File: src/rtl/fp_dot_seq.sv
// Sequential signed fixed-point dot product: one pair per transfer, saturating accumulate.
// Done pulses one cycle after the final transfer; in_valid stalls hold state indefinitely.

module fp_mult #(
    parameter int n = 8,
    parameter int f = 7
) (
    input  logic [n-1:0] a,
    input  logic [n-1:0] b,
    output logic [n-1:0] p
);
    localparam logic signed [2*n:0] RND  = {{(2*n){1'b0}}, 1'b1} << (f - 1);
    localparam logic signed [2*n:0] MAXV = {{(n+2){1'b0}}, {(n-1){1'b1}}};
    localparam logic signed [2*n:0] MINV = {{(n+2){1'b1}}, {(n-1){1'b0}}};

    logic signed [2*n-1:0] full;
    logic signed [2*n:0]   rnd;
    logic signed [2*n:0]   shr;

    always_comb begin
        full = $signed({{n{a[n-1]}}, a}) * $signed({{n{b[n-1]}}, b});
        // Round half toward +inf, then clamp (only -1 * -1 can exceed range).
        rnd  = $signed({full[2*n-1], full}) + RND;
        shr  = rnd >>> f;
        if (shr > MAXV)
            p = MAXV[n-1:0];
        else if (shr < MINV)
            p = MINV[n-1:0];
        else
            p = shr[n-1:0];
    end
endmodule

module fp_dot_seq #(
    parameter int n  = 8,
    parameter int f  = 7,
    parameter int LW = 8
) (
    input  logic          clk,
    input  logic          reset,
    input  logic          start,
    input  logic [LW-1:0] len,
    input  logic [n-1:0]  a_in,
    input  logic [n-1:0]  b_in,
    input  logic          in_valid,
    output logic          in_ready,
    input  logic          abort,
    output logic          busy,
    output logic          done,
    output logic [n-1:0]  result,
    output logic          ovf
);
    typedef enum logic [1:0] {IDLE, RUN, DONE} state_t;

    state_t        state, state_nxt;
    logic [LW-1:0] cnt;
    logic [n-1:0]  acc;
    logic [n-1:0]  prod;
    logic [n:0]    sum;
    logic          clamp;
    logic [n-1:0]  sat;
    logic          xfer;

    fp_mult #(.n(n), .f(f)) u_mult (
        .a (a_in),
        .b (b_in),
        .p (prod)
    );

    always_comb begin
        sum   = {acc[n-1], acc} + {prod[n-1], prod};
        clamp = sum[n] ^ sum[n-1];
        if (clamp)
            sat = sum[n] ? {1'b1, {(n-1){1'b0}}} : {1'b0, {(n-1){1'b1}}};
        else
            sat = sum[n-1:0];
    end

    // Abort wins over a coincident transfer.
    assign xfer = (state == RUN) && in_valid && !abort;

    always_comb begin
        state_nxt = state;
        in_ready  = 1'b0;
        busy      = 1'b0;
        done      = 1'b0;
        case (state)
            IDLE: begin
                if (start)
                    state_nxt = (len != '0) ? RUN : DONE;
            end
            RUN: begin
                in_ready = 1'b1;
                busy     = 1'b1;
                if (abort)
                    state_nxt = IDLE;
                else if (in_valid && cnt == LW'(1))
                    state_nxt = DONE;
            end
            DONE: begin
                done      = 1'b1;
                state_nxt = IDLE;
            end
            default: state_nxt = IDLE;
        endcase
    end

    always_ff @(posedge clk or posedge reset) begin
        if (reset) begin
            state  <= IDLE;
            cnt    <= '0;
            acc    <= '0;
            result <= '0;
            ovf    <= 1'b0;
        end else begin
            state <= state_nxt;
            if (state == IDLE && start) begin
                cnt <= len;
                acc <= '0;
                ovf <= 1'b0;
                if (len == '0)
                    result <= '0;
            end
            if (xfer) begin
                acc <= sat;
                cnt <= cnt - LW'(1);
                if (clamp)
                    ovf <= 1'b1;
                if (cnt == LW'(1))
                    result <= sat;
            end
        end
    end
endmodule
File: config.mk
export PLATFORM = sky130hd
export DESIGN_NAME = fp_dot_seq
export DESIGN_NICKNAME = d
export VERILOG_FILES = /design/src/rtl/fp_dot_seq.sv
export SDC_FILE = /design/constraint.sdc
export NUM_CORES = 1
export LEC_CHECK = 0
export CORE_ASPECT_RATIO = 1.75
export CORE_UTILIZATION = 39
export CTS_CLUSTER_DIAMETER = 30
export CTS_CLUSTER_SIZE = 24
export DETAILED_ROUTE_END_ITERATION = 8
export GPL_TIMING_DRIVEN = 0
export PLACE_DENSITY = 0.56
export SLEW_MARGIN = 10
export SYNTH_ARGS = -nofsm -noshare
export SYNTH_HDL_FRONTEND = slang
export SYNTH_HIERARCHICAL = 1
export SYNTH_SLANG_ARGS = --single-unit
File: constraint.sdc
create_clock -name clk -period 2.97 [get_ports clk]
set_clock_uncertainty 0.05 [all_clocks]
set_input_delay 0.891 -clock clk [delete_from_list [all_inputs] [get_ports clk]]
set_output_delay 0.891 -clock clk [all_outputs]
set_load 0.005 [all_outputs]
### After elaboration in Yosys (flattened, before gate mapping)

Cells that the tools add are included.

| cells by class | value |
|---|---|
| magnitude comparators | 2 |
| reduce and logical (&&, ||, !) cells | 10 |
| bitwise gates (word level) | 1 |
| multiply operators | 1 |
| $add $sub $neg | 3 |
| equal/unequal tests | 5 |
| multiplexer cells | 22 |

Operators with widths:

| operator | count |
|---|---|
| 2-to-1 mux 8 bit | 12 |
| adder 16 x 8 -> 17 bit (second input constant) | 1 |
| multiplier 8 x 8 -> 16 bit | 1 |
| greater-than comparator 10 x 8 -> 1 bit (second input constant) | 1 |
| less-than comparator 10 x 8 -> 1 bit (second input constant) | 1 |
| adder 8 x 8 -> 9 bit | 1 |
| equality test 8 x 1 -> 1 bit (second input constant) | 1 |
| logical NOT 8 bit | 1 |
| 2-to-1 mux 2 bit | 4 |
| nonzero test 8 bit | 1 |
| subtractor 8 x 1 -> 8 bit (second input constant) | 1 |
| 2-to-1 mux 1 bit | 5 |
| logical AND 1 bit | 4 |
| case mux 2 bit (2 select lines) | 1 |
| inequality test 3 x 2 -> 1 bit (second input constant) | 1 |
| equality test 2 x 1 -> 1 bit (second input constant) | 1 |
| equality test 2 bit (second input constant) | 1 |
| logical NOT 2 bit | 1 |
| inequality test 2 bit (second input constant) | 1 |
| AND reduction 2 bit | 1 |
| nonzero test 2 bit | 1 |
| logical NOT 1 bit | 1 |
| bitwise XOR 1 bit | 1 |

| word-level totals | value |
|---|---|
| bits of input ports | 29 |
| register bits after elaboration | 27 |

### Depth between registers and ports, before layout

| depth | value |
|---|---|
| depth in word-level cells | 10 |
| mapped depth | 27 |
| mapped depth without buffers | 25 |

### Cells and area by module

The synthesis kept the hierarchy.

Modules (own cells, without submodules):

| module | cells an instance | area an instance (um^2) | times used | sequential area each (um^2) |
|---|---|---|---|---|
| fp_mult | 326 | 2,741.4 | 1 | 0.0 |
| fp_dot_seq | 200 | 1,805.5 | 1 | 675.6 |

### Worst setup path after synthesis

Ideal clock, no wire load.

| timing path | value |
|---|---|
| path type | input -> register |
| start point | input a_in[7] |
| end point | register result[6] |
| slack | -4.287 ns |
| stages | 26 |
| data arrival time | 7.111 ns |
| buffers on the path | 2 |
| cell sequence | and2_1 > ha_1 > inv_1 > fa_1 > inv_1 > fa_1 > inv_1 > fa_1 > inv_1 > ha_1 > and4_1 > o21ai_1 > or4b_1 > a21oi_1 > or2_1 > buf_2 > a21oi_1 > o211ai_1 > inv_1 > fa_1 > nand2b_1 > a211oi_2 > a2bb2oi_2 > buf_6 > a31oi_1 > o31ai_1 |

| on the way | value |
|---|---|
| word-level cells in the longest chain between the ends | 10 |
| elaborated cells on any way between the ends | 12 |
| those cells by class | 2 x add/sub; 1 x mul; 2 x order compare; 6 x mux; 1 x bitwise |

Ends and longest elaborated chain:

| element | RTL line | RTL |
|---|---|---|
| from (decl) | 43 | `input logic [n-1:0] a_in,` |
| multiplier 8 x 8 -> 16 bit (*) | 21 | `full = $signed({{n{a[n-1]}}, a}) * $signed({{n{b[n-1]}}, b});` |
| adder 16 x 8 -> 17 bit (*) | 23 | `rnd = $signed({full[2*n-1], full}) + RND;` |
| less-than comparator 10 x 8 -> 1 bit | 27 | `else if (shr < MINV)` |
| 2-to-1 mux 8 bit | 27 |  |
| 2-to-1 mux 8 bit (*) | 25 | `if (shr > MAXV)` |
| named net prod[1] | 58 | `logic [n-1:0] prod;` |
| adder 8 x 8 -> 9 bit (*) | 71 | `sum = {acc[n-1], acc} + {prod[n-1], prod};` |
| 2-to-1 mux 8 bit or bitwise XOR 1 bit (tied branches) | 74, 72 |  |
| 2-to-1 mux 8 bit (*) | 73 | `if (clamp)` |
| 2-to-1 mux 8 bit (*) | 129 | `if (cnt == LW'(1))` |
| 2-to-1 mux 8 bit (*) | 124 | `if (xfer) begin` |
| to (signal assigned) | 130 | `result <= sat;` |
| to (decl) | 50 | `output logic [n-1:0] result,` |

Mark *: on every way through the listed nets, which the timed path passes. The rest lies on a longest branch.
A chain may end at the register's enable or synchronous reset.

### Worst setup path after layout

| timing path | value |
|---|---|
| start point | input b_in[5] |
| end point | register ovf |

| on the way | value |
|---|---|
| word-level cells in the longest chain between the ends | 9 |
| elaborated cells on any way between the ends | 10 |
| those cells by class | 2 x add/sub; 1 x mul; 2 x order compare; 4 x mux; 1 x bitwise |

Ends and longest elaborated chain:

| element | RTL line | RTL |
|---|---|---|
| from (decl) | 44 | `input logic [n-1:0] b_in,` |
| multiplier 8 x 8 -> 16 bit (*) | 21 |  |
| adder 16 x 8 -> 17 bit (*) | 23 |  |
| less-than comparator 10 x 8 -> 1 bit | 27 |  |
| 2-to-1 mux 8 bit | 27 |  |
| 2-to-1 mux 8 bit (*) | 25 |  |
| named net prod[3] | 58 |  |
| adder 8 x 8 -> 9 bit (*) | 71 |  |
| bitwise XOR 1 bit (*) | 72 | `clamp = sum[n] ^ sum[n-1];` |
| 2-to-1 mux 1 bit (*) | 127 | `if (clamp)` |
| 2-to-1 mux 1 bit (*) | 124 |  |
| to (signal assigned) | 114 | `ovf <= 1'b0;` |
| to (signal assigned) | 120 | `ovf <= 1'b0;` |
| to (signal assigned) | 128 | `ovf <= 1'b1;` |
| to (decl) | 51 | `output logic ovf` |

Marked as above.

==> impl_metrics.toml <==
[die]
core_area_um2 = 11230
die_w_um = 83.62
fp-row-count = 51
dieArea_um2 = 12110
die_height_um = 144.8
start_util_pct = 40.49
pin_count = 41

[sta]
fin_ws_ns = -3.978
hold_viol = 0
slew_violations = 0
fin_crit_sh_pct = 233.9
slew_headroom_pct = 28.61
tightest_slew_ns = 1.070
rsz0062_at_grt = "yes"
setup_viol = 17
fin_crit_ns = 6.948
fmax_ghz = 0.1439

[setup_path]
path_class = "in -> reg"
timing.rr.start = "acc[0]"
critical_path.startpoint_type = "input pin"
worstSetupEndpointType = "flop"
worstPathArrival_ns = 7.05
r2r-end = "ovf"
worstSetupEndpoint = "ovf"
startpoint = "b_in[5]"
reg2reg_depth = 9
path_max_fanout = 8
worstPathRequired_ns = 3.07
reg2reg_setup_slack_ns = 0.63

[placed_design]
dpl.hpwl_um = 9429
port_buffers = 40
place.gp.congestion = 0.9229
placed_area_um2 = 5268

[cells_and_area]
area_delta_synth_final_pct = 37.23
multi_input_area_um2 = 4061
final_cell_area_um2 = 6240
ff_latch_area_um2 = 675.6
finalNetCount = 739
antenna_cells = 0
fillers = 1004
drive_gt1_share_pct = 29.92

[clock_tree]
clkLatencyLatePin_ns = 0.27
hold_buffers = 0
clock_sinks = 27
clk_pin_slew_worst_paths_ns = 0.06
cts_tree = "done"
cts_buffers = 3
h-tree-depth = 1
clockBufferDepth = 2
cts-root-buf = "clkbuf_16"

[yosys]
ys_warn_count = 6
synth_top_cell_area_share_pct = 25.54
synthXorXnorAreaFrac_pct = 2.697
post-synth-top-area-cell = "fa_1"
synthTopCellsByCount = "inv_1 (89), fa_1 (58), nand2_1 (46)"
synth_cell_types = 62
ys.flop_type = "dfrtp_1"
syn-num-nets = 649
yosys.area_share.simple_pct = 20.78
synth_edf_count = 0
synth_top_family_by_area = "adder cells"
synth_area_um2 = 4547
synth_mux_area_share_pct = 0.4678
async_reset_ff_share_pct = 100.0
synth-compound-area-share_pct = 16.57
ys_ff_latch = 27
syn_area_per_cell_um2 = 8.644
synthMostInstantiatedCell = "inv_1"
synth.top_cells.by_area = "fa_1 (26%), dfrtp_1 (15%), ha_1 (9.9%), inv_1 (7.3%), and2_1 (4.8%)"
synthCells = 526
yosysSeqAreaShare_pct = 14.86
synthAdderAreaFrac_pct = 35.44

[grt]
overflow = 0
antenna_found_initial = 0
grt_pass1_wl_um = 21450
track_usage_pct = 22.09
grt_pass1_vias = 4562
grt_max_degree = 28

[detailed_routing]
dr.pass1.iters = 4
vias = 4105
antenna_left = 0
drcViolationCount = 0
wirelength_um = 12530
wl_per_cell_um = 16.78
viasPerCell = 5.495
drt_iter0_drc = 142

[run_status]
violations = "setup timing"
status = "finished with violations"

[job]
cap_violations = 0

[min_path]
min_from = "result[5]"
hp-class = "reg -> reg"
[worst min-delay path by stage]
stage / end / cells after the start / slack, ns
floorplan: result[0] / 2 / 0.42
global placement: result[6] / 2 / 0.43
detailed placement: result[0] / 2 / 0.41
CTS: result[4] / 2 / 0.44
global route: result[4] / 2 / 0.46
finish: result[5] / 2 / 0.45
[cells by family after synthesis]
family	Yosys count
adders and majority gates	94
xor gates and xnor gates	14
AOI/OAI and AO/OA	105
muxes	2
DFF	27
and+or+nand+nor	180
buffers and inverters	104
[worst max-delay path: stages]
cell and delay (ns):
buf_4 0.14, and2_4 0.18, fa_1 0.53, inv_1 0.05, fa_1 0.52, fa_1 0.44, fa_1 0.52, inv_1 0.06
ha_4 0.28, and4_4 0.24, o21ai_2 0.05, or4b_4 0.56, and3_4 0.19, or2_4 0.27, buf_2 0.16, buf_4 0.14
nor2_1 0.09, o211ai_1 0.10, ha_1 0.38, nor2_1 0.13, a211oi_4 0.30, a2bb2oi_4 0.28, buf_6 0.16, nor2_1 0.04
a221o_1 0.30
[sequential cells by signal, summed over array words and instances, names as in the netlist]
name	flops
acc	8
cnt	8
result	8
state	2
ovf	1
[metal layers]
metal  track usage [%]  vias to the layer above  part of all wire [%]  wire, um
li1                  -                     1954                     -         -
met2             46.38                       77                    60      7513
met1             21.45                     2049                    35      4374
met3             1.531                       25                   2.4       303
met4             9.902                        0                   2.7       342
met5                 0                        -                     0         0
[per-stage QoR]
step	setup slack (ns)	setup TNS (ns)	hold WS (ns)	util, %	std cells
floorplan	-3.894	-64.72	0.4226	-	526
global placement	-5.461	-91.67	0.4263	46.90	698
detailed placement	-5.577	-93.58	0.4147	46.90	698
CTS	-4.103	-68.34	0.4412	51.93	733
global route	-4.195	-70.27	0.4559	55.56	747
finish	-3.978	-66.66	0.4500	55.56	747
[repair_timing]
action                                  in CTS  in global routing
resized for setup                          156                 76
endpoints found under the setup margin      17                 17
cloned                                       4                  1
setup buffers                               28                 16
pin swaps                                   37                 54
[placed cells by master, fill, tap and decap left out, drive strengths merged, types with 7 or more instances in the layout]
master	n
a21o	7
a21oi	19
a31oi	7
and2	35
buf	69
clkbuf	10
clkdlybuf4s50	24
dfrtp	27
fa	58
ha	36
inv	89
nand2	46
nand3	17
nor2	31
nor2b	10
nor3	7
o21ai	19
o31ai	14
xnor2	9
[area by class of cell]
cell class,instances,share of cell area (%)
Timing Repair Buffer,87,13.25
Inverter,89,5.394
Sequential cell,27,10.83
Buffer,12,1.524
Tap cell,132,2.647
Clock buffer,4,1.263
Multi-Input combinational cell,396,65.09
Power is not shown: default switching activity piles up to over one toggle a cycle in this logic, so the estimate is an artifact.
